$ cat src/rtl/rand_pkg.sv
`default_nettype none
// +----------------------------------------------------------------------+
// | rand_pkg                                                             |
// | Shared types and constants for the random range sampler.            |
// | Revision: 1.0                                                        |
// +----------------------------------------------------------------------+
package rand_pkg;

    typedef enum logic [1:0] {
        IDLE  = 2'd0,
        FILL  = 2'd1,
        CHECK = 2'd2,
        HOLD  = 2'd3
    } sampler_state_t;

    localparam int REJ_CNT_W = 8;

endpackage
`default_nettype wire

$ cat src/rtl/rand_range_sampler.sv
`default_nettype none
// +----------------------------------------------------------------------+
// | rand_range_sampler                                                   |
// | Rejection-samples serial random bits into OFFSET..OFFSET+RANGE-1.    |
// | Revision: 1.0                                                        |
// +----------------------------------------------------------------------+
module rand_range_sampler
    import rand_pkg::*;
#(
    parameter int RANGE  = 6,
    parameter int OFFSET = 1,
    parameter int WIDTH  = $clog2(RANGE),
    parameter int OUT_W  = $clog2(OFFSET + RANGE)
) (
    input  logic                 CLK,
    input  logic                 RST,
    input  logic                 RAND_BIT,
    input  logic                 REQ,
    output logic                 RAND_VALID,
    input  logic                 RAND_READY,
    output logic [OUT_W-1:0]     RAND_VAL,
    output logic                 BUSY,
    output logic [REJ_CNT_W-1:0] REJ_CNT
);

    localparam int                   c_CNT_W     = (WIDTH > 1) ? $clog2(WIDTH) : 1;
    localparam logic [c_CNT_W-1:0]   c_CNT_LAST  = c_CNT_W'(WIDTH - 1);
    localparam logic [c_CNT_W-1:0]   c_CNT_ONE   = c_CNT_W'(1);
    localparam logic [WIDTH:0]       c_RANGE_EXT = (WIDTH + 1)'(RANGE);
    localparam logic [OUT_W-1:0]     c_OFFSET    = OUT_W'(OFFSET);
    localparam logic [REJ_CNT_W-1:0] c_REJ_ONE   = REJ_CNT_W'(1);
    localparam logic [REJ_CNT_W-1:0] c_REJ_MAX   = '1;

    sampler_state_t         r_state;
    sampler_state_t         w_state_nxt;
    logic [WIDTH-1:0]       r_shift;
    logic [c_CNT_W-1:0]     r_cnt;
    logic                   r_valid;
    logic                   r_busy;
    logic [OUT_W-1:0]       r_val;
    logic [REJ_CNT_W-1:0]   r_rej_cnt;
    logic                   w_in_range;
    logic                   w_valid_nxt;
    logic                   w_busy_nxt;
    logic [OUT_W-1:0]       w_val_nxt;

    assign w_in_range = {1'b0, r_shift} < c_RANGE_EXT;
    assign w_val_nxt  = OUT_W'(r_shift) + c_OFFSET;

    // State register plus the datapath it steers
    always_ff @(posedge CLK or posedge RST) begin
        if (RST) begin
            r_state   <= IDLE;
            r_shift   <= '0;
            r_cnt     <= '0;
            r_valid   <= 1'b0;
            r_busy    <= 1'b0;
            r_val     <= '0;
            r_rej_cnt <= '0;
        end else begin
            r_state <= w_state_nxt;
            r_valid <= w_valid_nxt;
            r_busy  <= w_busy_nxt;

            // Counter idles at zero so every entry into FILL starts a fresh word
            if (r_state == FILL) begin
                r_shift <= WIDTH'({r_shift, RAND_BIT});
                r_cnt   <= r_cnt + c_CNT_ONE;
            end else begin
                r_cnt   <= '0;
            end

            if (r_state == CHECK) begin
                if (w_in_range) begin
                    r_val <= w_val_nxt;
                end else if (r_rej_cnt != c_REJ_MAX) begin
                    r_rej_cnt <= r_rej_cnt + c_REJ_ONE;
                end
            end
        end
    end

    always_comb begin
        w_state_nxt = r_state;
        case (r_state)
            IDLE:    w_state_nxt = REQ ? FILL : IDLE;
            FILL:    w_state_nxt = (r_cnt == c_CNT_LAST) ? CHECK : FILL;
            CHECK:   w_state_nxt = w_in_range ? HOLD : FILL;
            HOLD:    if (RAND_READY) w_state_nxt = REQ ? FILL : IDLE;
            default: w_state_nxt = IDLE;
        endcase
    end

    // Outputs are registered copies decoded from the next state
    always_comb begin
        w_valid_nxt = (w_state_nxt == HOLD);
        w_busy_nxt  = (w_state_nxt == FILL) || (w_state_nxt == CHECK);
    end

    assign RAND_VALID = r_valid;
    assign RAND_VAL   = r_val;
    assign BUSY       = r_busy;
    assign REJ_CNT    = r_rej_cnt;

endmodule
`default_nettype wire

$ cat config.mk
export PLATFORM = sky130hd
export DESIGN_NAME = rand_range_sampler
export DESIGN_NICKNAME = d
export VERILOG_FILES = /design/src/rtl/rand_pkg.sv /design/src/rtl/rand_range_sampler.sv
export SDC_FILE = /design/constraint.sdc
export NUM_CORES = 1
export LEC_CHECK = 0
export CAP_MARGIN = 0
export CORE_MARGIN = 2
export CORE_UTILIZATION = 39
export DETAILED_ROUTE_END_ITERATION = 10
export GPL_TIMING_DRIVEN = 0
export REMOVE_ABC_BUFFERS = 1
export SKIP_LAST_GASP = 1
export SYNTH_ARGS = -nofsm -noshare
export SYNTH_HDL_FRONTEND = slang
export SYNTH_SLANG_ARGS = --single-unit
$ cat constraint.sdc
create_clock -name CLK -period 3.95 [get_ports CLK]
set_input_delay 1.185 -clock CLK [delete_from_list [all_inputs] [get_ports CLK]]
set_output_delay 1.185 -clock CLK [all_outputs]
set_load 0.02 [all_outputs]
==> results of run 1 <==
worst max path at each step:
| stage | startpoint | endpoint | slack (ns) | cells after the start |
|---|---|---|---|---|
| 2_1_floorplan | REQ | BUSY | 1.94 | 4 |
| 3_3_place_gp | REQ | BUSY | 1.38 | 5 |
| 3_5_place_dp | REQ | BUSY | 1.38 | 5 |
| 4_1_cts | REJ_CNT[2] | REJ_CNT[2] | 1.29 | 1 |
| 5_1_grt | REJ_CNT[2] | REJ_CNT[2] | 1.26 | 1 |
| 6_report | REJ_CNT[2] | REJ_CNT[2] | 1.31 | 1 |
registers in the layout, summed over array words and instances (netlist names):
| name | count |
|---|---|
| r_shift | 3 |
| RAND_VAL | 3 |
| RAND_VALID | 1 |
| REJ_CNT | 8 |
| BUSY | 1 |
| r_cnt | 2 |
| r_state | 2 |
through the flow:
| step | hold WS, ns | worst slack [ns] | power, mW |
|---|---|---|---|
| after global placement | 0.411 | 1.38 | 0.572 |
| final | 0.436 | 1.31 | 0.684 |
| after detailed placement | 0.423 | 1.38 | 0.579 |
| after CTS | 0.439 | 1.29 | 0.698 |
| after global routing | 0.465 | 1.26 | 0.735 |
| after floorplan | 0.403 | 1.94 | 0.481 |
report_power, final:
group	switching, mW	internal (mW)
sequential	0.0557	0.269
clock	0.0598	0.0561
combinational	0.111	0.132
layout by cell type, fill, tap and decap left out, drive strengths merged:
master,netlist,layout
ha,4,4
nand3b,1,1
nand4,2,2
a21oi,2,2
xor2,3,3
xnor2,2,2
nor3,2,2
dfrtp,20,20
inv,3,3
nor3b,1,1
nor2,5,5
clkbuf,0,4
nand2b,1,1
and4b,1,1
nand2,10,10
o31a,2,2
and3b,1,1
mux2,6,6
o21ai,6,6
nor2b,1,1
and2b,2,2
nand3,1,1
clkdlybuf4s50,0,17
o211ai,1,1
kinds of logic after synthesis:
kind of cell               count (synthesis)
AOI/OAI and AO/OA                         11
and+or+nand+nor                           28
buffers and inverters                      3
adders and majority gates                  4
muxes                                      6
xor gates and xnor gates                   5
DFF                                       20
layer usage:
metal,wire length [µm],vias up
li1,-,311
met1,710,284
met2,681,13
met3,51,0
met4,0,0
met5,0,-
cell type report:
cell class	count	area [µm²]	area share [%]
clock buffer	4	36.3	3.12
inverter	3	11.3	0.969
multi-input combinational	54	409	35.2
sequential	20	500	43.1
tap	28	35.0	3.01
timing repair buffer	17	170	14.6
==> summary.txt, run 1 <==
Outcome
  • Status: complete, no violations

Finish
  • Ratio of cells with drive above 1 in the final layout: between 15 and 20%
  • Ant. Diodes: 0
  • Nets: 108
  • Final core occ: between 50% and 60%
  • Fillers: 214
  • Area growth, synth to finish: 26.2%
  • Final Instance Area: approximately 1200 µm²
  • Non-filler cells in the finished layout: roughly 130

Global routing
  • GR peak layer: met2
  • GR Layer Usage met3: 2.57%
  • First-pass GRT wire length: roughly 2600 µm
  • Initial antenna violation count: 0
  • Met2 Use GR: 20.6%
  • Met1 GRT Util: 17.2%
  • Largest net degree at the start of global routing: 21
  • GRT Total Usage: approximately 13%
  • Grt total ovfl: 0
  • Vias in the first global route: 640

Synth
  • Number of synthesized register bits: 20
  • Compound-Gate Fraction of Synth Area: approximately 7.3%
  • Top cell type's share of synthesized area: 54.3%
  • Top cells by count, synth: dfrtp_1 (20), nand2_1 (10), mux2_2 (6), o21ai_0 (6), nor2_1 (5)
  • Sequential fraction of the synthesis area: approximately 54%
  • Area leader, netlist: dfrtp_1
  • Mux contribution to synthesized area: under 10%
  • Synth area leaders: dfrtp_1 (54%), mux2_2 (7.3%), ha_1 (5.4%)
  • Adder-cell area share of the yosys netlist: around 5.4%
  • Largest family of logic cells by synthesized area: simple AND/OR/NAND/NOR gates
  • Synth Area in Simple Gates: about a fifth
  • Synthesized area: 921 µm²
  • Post-synth EDFFs: 0
  • Xor and xnor fraction of the mapped netlist area: between 4 and 5%
  • Main synth FF type: dfrtp_1
  • Async SR Flop Fraction: between 90% and 100%
  • Syn avg cell area: ~12 µm²
  • Yosys cell types: 24
  • Synth Instances: 77
  • Ys Warns: 0
  • Dominant cell by count in the synthesized netlist: dfrtp_1

Worst setup path
  • Top delay family on crit path: buffers and inverters
  • CP max FO: 7
  • Max incr delay on CP: between 0.6 and 0.7 ns
  • Worst path arrival time: roughly 1.5 ns
  • CP required: ~2.8 ns
  • Worst reg2reg path depth: 4
  • Type of origin of the critical path: flip-flop
  • WS Path Type: reg2out
  • Critical path capture point type: output pin
  • Crit path cell chain: clkdlybuf4s50_1
  • Critical R2R Launch: REJ_CNT[0]
  • R2r endpoint: REJ_CNT[1]
  • WP buf/inv: 1
  • R2R setup slack: around 2.3 ns
  • Slowest stage cell, crit path: clkdlybuf4s50_1

STA
  • Fin Clk Skew: roughly 0.0028 ns
  • Slew Limit Fails: 0
  • Unrepaired setup endpoints after global routing: no
  • Worst-Margin Slew: between 0.7 and 0.8 ns
  • Final setup viols: 0
  • Min Tclk post-route: between 2 and 3 ns
  • Final hold vios: 0
  • Setup TNS: 0 ns
  • Final period util: around two thirds
  • Fmax: 378 MHz
  • Slew headroom: slightly below 50%

CTS
  • Clock tree root buffer cell: clkbuf_4
  • Worst skew pair latency: between 0.2 and 0.3 ns
  • TritonCTS buffer count: 3
  • Setup bufs post-CTS: 0
  • Resized cells post-CTS: 0
  • CTS tree: built
  • Clock sink count: 20
  • Hold bufs inserted after CTS: 0
  • H-tree depth: 1
  • Worst-path clk slew: between 0.1 and 0.15 ns
  • CTS max path bufs: 2

Detailed routing
  • First-pass DRT Iterations: 2
  • Antenna-violating nets left: 0
  • Vias post-DR: between 600 and 700
  • Avg WL per Cell: roughly 11 µm
  • Routed vias/inst: 4.83
  • DRC viols: 0
  • Final wirelength: ~1400 µm
  • Iter 0 DRT Violations: 2

Floorplanning
  • Die X-Extent: approximately 53 µm
  • Chip height: around 53 µm
  • Core box area: roughly 2200 µm²
  • Die area: 2770 µm²
  • # rows: 17
  • Initial core utilization: about two fifths
  • Ports: 18

Hold path
  • HP Start: r_cnt[0]
  • Hold path cells: 1
  • WHS Endpoint: r_cnt[0]
  • Min-delay worst type: reg2reg

Power and ir drop
  • Pwr dens: between 500 and 600 nW/µm²
  • Worst ir drop on vdd: around 0.28 mV
  • LEAKAGE: about 0.52 nW

Placed design
  • HPWL Detailed: 1080 µm
  • Port-buffer cells: 17
  • Placed cell count: between 100 and 150
  • Placed Area: roughly 1100 µm²
  • RD Place Congestion: about 0.67

Run
  • Max Cap Viol: 0
Power figures use the tool's default switching activity.
==> run 2, diff against run 1 <==
==> constraint.sdc (replaced) <==
create_clock -name CLK -period 2.7 [get_ports CLK]
set_input_delay 0.81 -clock CLK [delete_from_list [all_inputs] [get_ports CLK]]
set_output_delay 0.81 -clock CLK [all_outputs]
set_load 0.02 [all_outputs]
==> results of run 2 <==
Same layout as run 1 (identical final DEF). Status: complete, no violations.
Among the figures that moved: setup slack after placement 1.38 ns -> 0.505 ns; setup slack after layout 1.31 ns -> 0.431 ns; register-to-register setup slack 2.32 ns -> 1.07 ns; total power 0.684 mW -> 1.00 mW; worst IR drop on VDD 0.284 mV -> 0.415 mV
